**src/rtl/pipe_ctrl_pkg.sv**
```systemverilog
// pipe_ctrl_pkg: shared types and default constants for the pipeline
// stall/flush controller.
//   pc_state_e : flush FSM state (IDLE, PEND)
//   *_DEF      : default parameter values used by pipe_ctrl and pipe_ctrl_if
//   sel_w()    : width of a selector able to index n items (min 1)
package pipe_ctrl_pkg;

  typedef enum logic {
    IDLE = 1'b0,
    PEND = 1'b1
  } pc_state_e;

  localparam int NSTAGE_DEF     = 5;
  localparam int FLUSH_SRC_DEF  = 3;
  localparam int WDOG_LIMIT_DEF = 1024;
  localparam int CNT_W_DEF      = 32;

  function automatic int sel_w(input int n);
    return (n > 1) ? $clog2(n) : 1;
  endfunction

endpackage

```
**src/rtl/pipe_ctrl_if.sv**
```systemverilog
// pipe_ctrl_if: bundle between the pipeline datapath (master) and the
// stall/flush controller (slave).
//   stall_req    : per-stage stall requests (bit 0 unused)
//   flush_req    : single-cycle redirect pulse
//   cnt_sel      : stall counter select
//   stall_o      : per-stage hold
//   flush_o      : per-stage bubble insert
//   flush_pend_o : flush waiting on a downstream stall
//   wdog_o       : sticky stall watchdog
//   cnt_val      : selected stall-cycle count (registered)
interface pipe_ctrl_if
  import pipe_ctrl_pkg::*;
#(
  parameter int NSTAGE = NSTAGE_DEF,
  parameter int CNT_W  = CNT_W_DEF
) ();
  localparam int SEL_W = sel_w(NSTAGE);

  logic [NSTAGE-1:0] stall_req;
  logic              flush_req;
  logic [SEL_W-1:0]  cnt_sel;
  logic [NSTAGE-1:0] stall_o;
  logic [NSTAGE-1:0] flush_o;
  logic              flush_pend_o;
  logic              wdog_o;
  logic [CNT_W-1:0]  cnt_val;

  modport master (
    output stall_req, flush_req, cnt_sel,
    input  stall_o, flush_o, flush_pend_o, wdog_o, cnt_val
  );

  modport slave (
    input  stall_req, flush_req, cnt_sel,
    output stall_o, flush_o, flush_pend_o, wdog_o, cnt_val
  );
endinterface

```
**src/rtl/pipe_ctrl_sat_cnt.sv**
```systemverilog
// sat_cnt: saturating up-counter, one per pipeline stage.
//   clk, rst : clock, synchronous active-high reset
//   inc_i    : count this cycle
//   cnt_o    : current count, sticks at all-ones
module sat_cnt #(
  parameter int W = 32
) (
  input  logic         clk,
  input  logic         rst,
  input  logic         inc_i,
  output logic [W-1:0] cnt_o
);
  logic [W-1:0] cnt_q, cnt_d;

  always_comb begin
    cnt_d = cnt_q;
    if (inc_i && (cnt_q != '1)) cnt_d = cnt_q + 1'b1;
  end

  always_ff @(posedge clk) begin
    if (rst) cnt_q <= '0;
    else     cnt_q <= cnt_d;
  end

  assign cnt_o = cnt_q;
endmodule

```
**src/rtl/pipe_ctrl.sv**
```systemverilog
// pipe_ctrl: in-order pipeline stall/flush controller.
//   clk, rst : clock, synchronous active-high reset
//   bus      : pipe_ctrl_if.slave (requests in, hold/bubble/status out)
// The highest stalled stage holds itself and everything upstream. A redirect
// from FLUSH_SRC bubbles stages 1..FLUSH_SRC-1, but only once nothing at or
// beyond FLUSH_SRC is stalled; otherwise it is parked in PEND until then.
module pipe_ctrl
  import pipe_ctrl_pkg::*;
#(
  parameter int NSTAGE     = NSTAGE_DEF,
  parameter int FLUSH_SRC  = FLUSH_SRC_DEF,
  parameter int WDOG_LIMIT = WDOG_LIMIT_DEF,
  parameter int CNT_W      = CNT_W_DEF
) (
  input  logic     clk,
  input  logic     rst,
  pipe_ctrl_if.slave bus
);
  localparam int SEL_W = sel_w(NSTAGE);
  localparam int WD_W  = $clog2(WDOG_LIMIT + 1);

  // Stages 0..FLUSH_SRC-1 lose their hold during a flush; 1..FLUSH_SRC-1 get bubbles.
  localparam logic [NSTAGE-1:0] LOW_MASK   = NSTAGE'((64'd1 << FLUSH_SRC) - 64'd1);
  localparam logic [NSTAGE-1:0] FLUSH_MASK = {LOW_MASK[NSTAGE-1:1], 1'b0};

  pc_state_e          state_q;
  logic [WD_W-1:0]    wd_q;
  logic               wdog_q;
  logic [CNT_W-1:0]   cnt_val_q;

  logic [NSTAGE-1:0]             stall_raw;
  logic                          acc;
  logic                          eff;
  logic [NSTAGE-1:0]             stall_w;
  logic [NSTAGE-1:0]             inc;
  logic [NSTAGE-1:0][CNT_W-1:0]  cnt;
  logic [CNT_W-1:0]              sel_val;

  // stall_raw[j] = some stage >= max(j,1) requests, i.e. h >= j.
  always_comb begin
    stall_raw = '0;
    acc       = 1'b0;
    for (int j = NSTAGE - 1; j >= 0; j--) begin
      if (j >= 1) acc = acc | bus.stall_req[j];
      stall_raw[j] = acc;
    end
  end

  // stall_raw[FLUSH_SRC] set means h >= FLUSH_SRC, so the flush must wait.
  assign eff = (bus.flush_req | (state_q == PEND)) & ~stall_raw[FLUSH_SRC];

  assign stall_w     = rst ? '1 : (eff ? (stall_raw & ~LOW_MASK) : stall_raw);
  assign bus.stall_o = stall_w;
  assign bus.flush_o = (rst || !eff) ? '0 : FLUSH_MASK;

  // Credit the cycle only to the highest requester: no request above k.
  assign inc = bus.stall_req & ~{1'b0, stall_raw[NSTAGE-1:1]} & ~NSTAGE'(1);

  for (genvar g = 0; g < NSTAGE; g++) begin : g_cnt
    sat_cnt #(.W(CNT_W)) u_cnt (
      .clk   (clk),
      .rst   (rst),
      .inc_i (inc[g]),
      .cnt_o (cnt[g])
    );
  end

  // Out-of-range selects match no counter and read as zero.
  always_comb begin
    sel_val = '0;
    for (int k = 0; k < NSTAGE; k++)
      if (bus.cnt_sel == SEL_W'(k)) sel_val = cnt[k];
  end

  always_ff @(posedge clk) begin
    if (rst) begin
      state_q   <= IDLE;
      wd_q      <= '0;
      wdog_q    <= 1'b0;
      cnt_val_q <= '0;
    end else begin
      if (state_q == IDLE) begin
        if (bus.flush_req && !eff) state_q <= PEND;
      end else begin
        if (eff) state_q <= IDLE;
      end

      if (stall_w[0]) begin
        if (wd_q != WD_W'(WDOG_LIMIT)) wd_q <= wd_q + 1'b1;
      end else begin
        wd_q <= '0;
      end
      if (stall_w[0] && (wd_q == WD_W'(WDOG_LIMIT - 1))) wdog_q <= 1'b1;

      cnt_val_q <= sel_val;
    end
  end

  assign bus.flush_pend_o = (state_q == PEND);
  assign bus.wdog_o       = wdog_q;
  assign bus.cnt_val      = cnt_val_q;
endmodule
```
**src/flat_wrapper.sv**
```systemverilog
// flat-port wrapper written by rule: the top's interface ports become plain ports
module pipe_ctrl_flat import pipe_ctrl_pkg::*;
#(
  parameter int NSTAGE     = NSTAGE_DEF,
  parameter int FLUSH_SRC  = FLUSH_SRC_DEF,
  parameter int WDOG_LIMIT = WDOG_LIMIT_DEF,
  parameter int CNT_W      = CNT_W_DEF
)
  (clk, rst, bus_stall_req, bus_flush_req, bus_cnt_sel, bus_stall_o, bus_flush_o, bus_flush_pend_o, bus_wdog_o, bus_cnt_val);
  pipe_ctrl_if #(.NSTAGE(NSTAGE), .CNT_W(CNT_W)) bus_i ();
  input  logic clk;
  input  logic rst;
  input wire logic [$bits(bus_i.stall_req)-1:0] bus_stall_req;
  input wire logic [$bits(bus_i.flush_req)-1:0] bus_flush_req;
  input wire logic [$bits(bus_i.cnt_sel)-1:0] bus_cnt_sel;
  output wire logic [$bits(bus_i.stall_o)-1:0] bus_stall_o;
  output wire logic [$bits(bus_i.flush_o)-1:0] bus_flush_o;
  output wire logic [$bits(bus_i.flush_pend_o)-1:0] bus_flush_pend_o;
  output wire logic [$bits(bus_i.wdog_o)-1:0] bus_wdog_o;
  output wire logic [$bits(bus_i.cnt_val)-1:0] bus_cnt_val;
  assign bus_i.stall_req = bus_stall_req;
  assign bus_i.flush_req = bus_flush_req;
  assign bus_i.cnt_sel = bus_cnt_sel;
  assign bus_stall_o = bus_i.stall_o;
  assign bus_flush_o = bus_i.flush_o;
  assign bus_flush_pend_o = bus_i.flush_pend_o;
  assign bus_wdog_o = bus_i.wdog_o;
  assign bus_cnt_val = bus_i.cnt_val;
  pipe_ctrl #(.NSTAGE(NSTAGE), .FLUSH_SRC(FLUSH_SRC), .WDOG_LIMIT(WDOG_LIMIT), .CNT_W(CNT_W)) u_core (.clk(clk), .rst(rst), .bus(bus_i));
endmodule
```
**config.mk**
```make
export PLATFORM = sky130hd
export DESIGN_NAME = pipe_ctrl_flat
export DESIGN_NICKNAME = d
export VERILOG_FILES = /design/src/rtl/pipe_ctrl_pkg.sv /design/src/rtl/pipe_ctrl_if.sv /design/src/rtl/pipe_ctrl_sat_cnt.sv /design/src/rtl/pipe_ctrl.sv /design/src/flat_wrapper.sv
export SDC_FILE = /design/constraint.sdc
export NUM_CORES = 1
export LEC_CHECK = 0
export ABC_CLOCK_PERIOD_IN_PS = 5600
export CAP_MARGIN = 20
export CORE_ASPECT_RATIO = 0.5
export CORE_MARGIN = 1
export CORE_UTILIZATION = 40
export CTS_CLUSTER_DIAMETER = 80
export DETAILED_ROUTE_END_ITERATION = 7
export PLACE_DENSITY_LB_ADDON = 0.12
export SKIP_LAST_GASP = 1
export SYNTH_ARGS = -nofsm -noshare
export SYNTH_HDL_FRONTEND = slang
export SYNTH_HIERARCHICAL = 1
export SYNTH_SLANG_ARGS = --single-unit
```
**constraint.sdc**
```tcl
create_clock -name clk -period 5.6 [get_ports clk]
set_input_delay 1.12 -clock clk [delete_from_list [all_inputs] [get_ports clk]]
set_output_delay 1.12 -clock clk [all_outputs]
set_load 0.02 [all_outputs]
```
Word-level counts from Yosys, hierarchy flattened
Index checks and enable logic that the tools add are counted.
{ "totals": {"regBits": 173, "in_bits": 11, "wordCells": 51} }
{ "op_classes": {"n_addsub": 5, "eq_ne": 10, "n_mux": 10, "n_bitwise": 9, "n_reduce_logical": 9} }
{ "ops": {"columns": ["cell", "n"], "rows": [
  ["$add 32x1->32 const B", 4],
  ["$mux 32", 4],
  ["$ne 32x32->1 const B", 4],
  ["$add 11x1->11 const B", 1],
  ["$eq 11x10->1 const B", 1],
  ["$ne 11x11->1 const B", 1],
  ["$eq 3x2->1 const B", 2],
  ["$logic_and 1x1->1", 6],
  ["$mux 3", 2],
  ["$and 5x5->5", 1],
  ["$mux 5", 1],
  ["$not 4->5", 1],
  ["$or 1x1->1", 4],
  ["$eq 3x1->1 const B", 1],
  ["$eq 3x3->1 const B", 1],
  ["$mux 1", 3],
  ["$not 1->1", 2],
  ["$reduce_or 2->1", 1],
  ["$and 1x1->1", 1],
  ["$logic_not 1->1", 1],
  ["$logic_or 1x1->1", 1]
]} }

Depth between registers and ports, before layout
{ "depth": {"word_depth": 7, "depth_mapped": 8, "mapped_depth_nobuf": 7} }

By module
Netlist, hierarchy kept.
{ "modules_own_cells": {"columns": ["mod", "n_inst", "cells_each", "area_each_um2", "seq_area_each_um2"], "rows": [
  ["sat_cnt", 5, 199, 1674.1, 640.6],
  ["pipe_ctrl", 1, 235, 2593.7, 900.9]
]} }

Worst setup path after synthesis
Ideal clock, no wire load.
{ "synth_timing": {"kind": "input to register", "startpoint": "in bus_stall_req[3]", "endpoint": "reg u_core.g_cnt[1].u_cnt.cnt_q[31]", "arrival_time_ns": 3.314, "t_required_ns": 5.479, "slack_ns": 2.165, "path_stages": 6, "path_buffers": 0, "cell_sequence": "nor4b_1 nand4_1 nor4_2 nand4_1 nor4_1 mux2_2"} }
{ "synth_between": {"elab_chain_cells": 5} }
{ "synth_lines": {"columns": ["item", "line", "text"], "rows": [
  ["start: declaration", "flat_wrapper.sv:13", "input wire logic [$bits(bus_i.stall_req)-1:0] bus_stall_req;"],
  ["$or 1x1->1 (2 in series)", "pipe_ctrl.sv:44", "if (j >= 1) acc = acc | bus.stall_req[j];"],
  ["$not 4->5", "pipe_ctrl.sv:57", "assign inc = bus.stall_req & ~{1'b0, stall_raw[NSTAGE-1:1]} & ~NSTAGE'(1);"],
  ["$and 5x5->5", "pipe_ctrl.sv:57", null],
  ["$logic_and 1x1->1", "pipe_ctrl_sat_cnt.sv:17", "if (inc_i && (cnt_q != '1)) cnt_d = cnt_q + 1'b1;"],
  ["end signal: assignment", "pipe_ctrl_sat_cnt.sv:22", "else cnt_q <= cnt_d;"],
  ["end: declaration", "pipe_ctrl_sat_cnt.sv:13", "logic [W-1:0] cnt_q, cnt_d;"]
]} }
No other way between the ends.
A chain may end at the register's enable or synchronous reset.

Final worst setup path
{ "layout_timing": {"startpoint": "in bus_stall_req[4]", "endpoint": "out bus_stall_o[1]"} }
{ "layout_between": {"elab_chain_cells": 5, "elab_cells_between_ends": 7, "cone_classes": "mux (2); bitwise (5)"} }
{ "layout_lines": {"columns": ["item", "line", "text"], "rows": [
  ["$or 1x1->1 *", "pipe_ctrl.sv:44", null],
  ["$or 1x1->1 / $not 1->1 (equally long branches)", "pipe_ctrl.sv:44, pipe_ctrl.sv:50", null],
  ["$or 1x1->1 / $and 1x1->1 (equally long branches)", "pipe_ctrl.sv:44, pipe_ctrl.sv:50", null],
  ["$mux 3 *", "pipe_ctrl.sv:52", "assign stall_w = rst ? '1 : (eff ? (stall_raw & ~LOW_MASK) : stall_raw);"],
  ["$mux 5 *", "pipe_ctrl.sv:52", null],
  ["end: declaration", "flat_wrapper.sv:16", "output wire logic [$bits(bus_i.stall_o)-1:0] bus_stall_o;"]
]} }
Every way passes the cells marked *; elsewhere a longest branch is shown, timed or not.

==> run metrics <==
required time of the critical path 4.48 ns; largest net degree at the start of global routing between 100 and 150; Max clock buf depth 3; routed wire length roughly 32000 µm; status finished clean; Final Non-Filler Cells 1606; r2r worst-path depth 6; clock root buffer master clkbuf_16; Max Cap Viol 0; Final Max Slew Viols 0; I/O pin count 55; grt ovf 0; Worst IR Drop VDD 0.160 mV; CP Class in2out; Hold Buf Count CTS 0; Antenna Nets Post-Route 0; DIE WIDTH approximately 240 µm; synthesized flop and latch total around 210; number of enable flip-flop cells after synthesis 0; initial antenna violation count 0; nets about 1300; placed insts 1569; Slew headroom 40.0%; Tmin final 4.39 ns; CP max stage delay 0.59 ns; via/cell ratio 6.24; fraction of layout cells with a size suffix above 1 approximately a tenth; Final Skew about 0.008 ns; fillcell total roughly 2600; Worst path depth 5; CP bufs+invs 2; largest family of logic cells by synthesized area simple AND/OR/NAND/NOR gates; Vias 10000; # Post-CTS Setup Buffers 0; Synth Area in Simple Gates 28.9%; dpl cell area 11700 µm²; synth unique cells 54; Crit-path slowest cell clkdlybuf4s50_1; Routability Congestion 0.862; Compound-Gate Fraction of Synth Area 18.0%; die area 28100 µm²; CTS Sinks 205; CP Launch Type input port; Clk Latency, worst-skew pair between 0.5 and 0.6 ns; CP Cell Sequence clkdlybuf4s50_1 > nor2_1 > o31a_1 > nand2b_1 > clkdlybuf4s50_1; vias in the first global route between 8000 and 9000; Core Box Area 26700 µm²; cell family with most CP delay buffers and inverters; total CTS buffers 21; WL/cell 19.9 µm; finished layout cell area 12400 µm²; Pre-antenna DRT Iters 7; RSZ-0062 raised after global routing false; highest net fanout along the worst path 13; Max Freq 228 MHz; WHS Path Cells 2; dpl ws 1.19 ns; register area share after synthesis 37.4%; CTS tree built; Hold WC Path Type reg2reg; Cells after Synth 1230; Most used DFF post-synth dfxtp_1; Final Hold Viols 0; total negative slack 0 ns; Total Routing Usage GR 22.7%; crit end category primary output; Post-Synth Adder-Cell Area 0.799%; Diodes inserted 0; Rows between 40 and 50; total power about 3 mW; Critical Path AT ~3.3 ns; Synth Area in XOR/XNOR under 10%; setup ws final between 1 and 1.5 ns; P per Cell Area around 240 nW/µm²; Detail Placement HPWL 22400 µm; 1st-iter DRT viols 1110; synth warn 6; first-pass GRT wire length between 50000 and 60000 µm; die height 119 µm; cell mode on critical path clkdlybuf4s50_1; Initial Utilization 41.1%; Least-Margin Pin Slew 0.887 ns; static leakage 3.61 nW; Layout area overhead 13.3%; period utilization 78.3%; port buffer count 50; mux cell area share after synthesis 8.06%; Syn Area/Cell between 8 and 9 µm²; synthesized area 11000 µm²; Residual DRC 0; Worst-path clk slew 0.07 ns; Synth async-reset ratio 0%; final setup violating endpoints 0; CTS H-tree lvls 1; Post-CTS Resized 0
==> cell type report <==
cell class                      instances  area, µm²  area share, %
Clock buffer                           28        592           4.76
Clock inverter                          7       90.1          0.725
Inverter                               16       60.1          0.483
Multi-Input combinational cell        935       6510           52.4
Sequential cell                       205       4100           33.0
Tap cell                              352        440           3.54
Timing Repair Buffer                   63        627           5.04
==> worst min-delay path, cell delays in order, from the launching register on <==
cell and delay [ns]:
dfxtp_1 0.33, nand2b_1 0.06, o41ai_1 0.05
==> per-stage QoR <==
step | hold WS [ns] | utilization (%)
2_1_floorplan | 0.448 | -
3_3_place_gp | 0.442 | 43.9
3_5_place_dp | 0.453 | 43.9
4_1_cts | 0.471 | 46.4
5_1_grt | 0.520 | 46.6
6_report | 0.469 | 46.6
==> per-layer routing <==
| layer | part of all wire (%) | vias to the layer above | routed length (µm) | track usage (%) |
|---|---|---|---|---|
| met3 | 7.9 | 33 | 2530 | 4.33 |
| met5 | 0 | - | 0 | 0 |
| met2 | 41 | 292 | 13100 | 32.1 |
| li1 | - | 4767 | - | - |
| met4 | 1.3 | 0 | 412 | 3.65 |
| met1 | 50 | 4923 | 16000 | 35.6 |
==> registers in the layout, indices dropped and copies added, names as in the netlist <==
| signal | cells |
|---|---|
| u_core/g_cnt.u_cnt/cnt_o | 160 |
| u_core/bus.cnt_val | 32 |
| u_core/bus.wdog_o | 1 |
| u_core/wd_q | 11 |
| u_core/bus.flush_pend_o | 1 |
==> layout by cell type (no fill, tap or decap), types with 11 or more instances in the layout <==
cell type          n
dfxtp_1          205
a21oi_1          110
nor2_1           107
nand3_1           68
o31ai_1           63
or4_1             62
or3_1             54
nand4_1           52
nand2_1           52
clkdlybuf4s50_1   48
o21ai_0           43
mux4_2            32
a22oi_1           32
xnor2_1           31
clkbuf_16         21
and4_1            21
nor4_1            17
inv_1             16
and3_1            16
nor3_1            13
nor2b_1           11
==> cells by family (layout without fill, tap and decap cells) <==
kind of cell               count (synthesis)  in the layout
and+or+nand+nor                          541            541
AOI/OAI and AO/OA                        295            295
DFF                                      205            205
buffers and inverters                     96            114
muxes                                     47             47
xor gates and xnor gates                  38             38
adders and majority gates                  7              7
other                                      1              7
==> synth_stat cells, types with 10 or more instances <==
cell type | n | area (µm²)
dfxtp_1 | 205 | 4100
a21oi_1 | 110 | 551
nor2_1 | 107 | 402
nand3_1 | 68 | 340
o31ai_1 | 63 | 473
or4_1 | 62 | 465
or3_1 | 54 | 338
clkbuf_1 | 53 | 199
nand2_1 | 52 | 195
nand4_1 | 52 | 325
o21ai_0 | 43 | 215
a22oi_1 | 32 | 240
mux4_2 | 32 | 721
xnor2_1 | 31 | 272
nor4_1 | 22 | 138
and4_1 | 21 | 184
buf_2 | 21 | 105
and3_1 | 16 | 100
inv_1 | 16 | 60.1
nor3_1 | 13 | 65.1
nor2b_1 | 11 | 68.8
nor3b_1 | 11 | 82.6
a2111oi_0 | 10 | 87.6
a211oi_1 | 10 | 75.1
==> worst paths after layout <==
| path | startpoint | end | slack [ns] |
|---|---|---|---|
| setup / recovery | bus_stall_req[4] | bus_stall_o[1] | 1.21 |
| hold / removal | u_core/bus.wdog_o | u_core/bus.wdog_o | 0.47 |
| setup reg to reg | u_core/g_cnt[1].u_cnt/cnt_o[21] | u_core/g_cnt[1].u_cnt/cnt_o[21] | 2.73 |
| hold reg to reg | u_core/bus.wdog_o | u_core/bus.wdog_o | 0.47 |
==> where the power goes <==
group | switching (mW) | internal (mW) | leakage, nW | total, mW
clock | 0.605 | 0.832 | 0.331 | 1.44
combinational | 0.0757 | 0.0427 | 1.62 | 0.118
sequential | 0.0115 | 1.47 | 1.65 | 1.48
No activity file was read; power rests on OpenSTA's default activity.
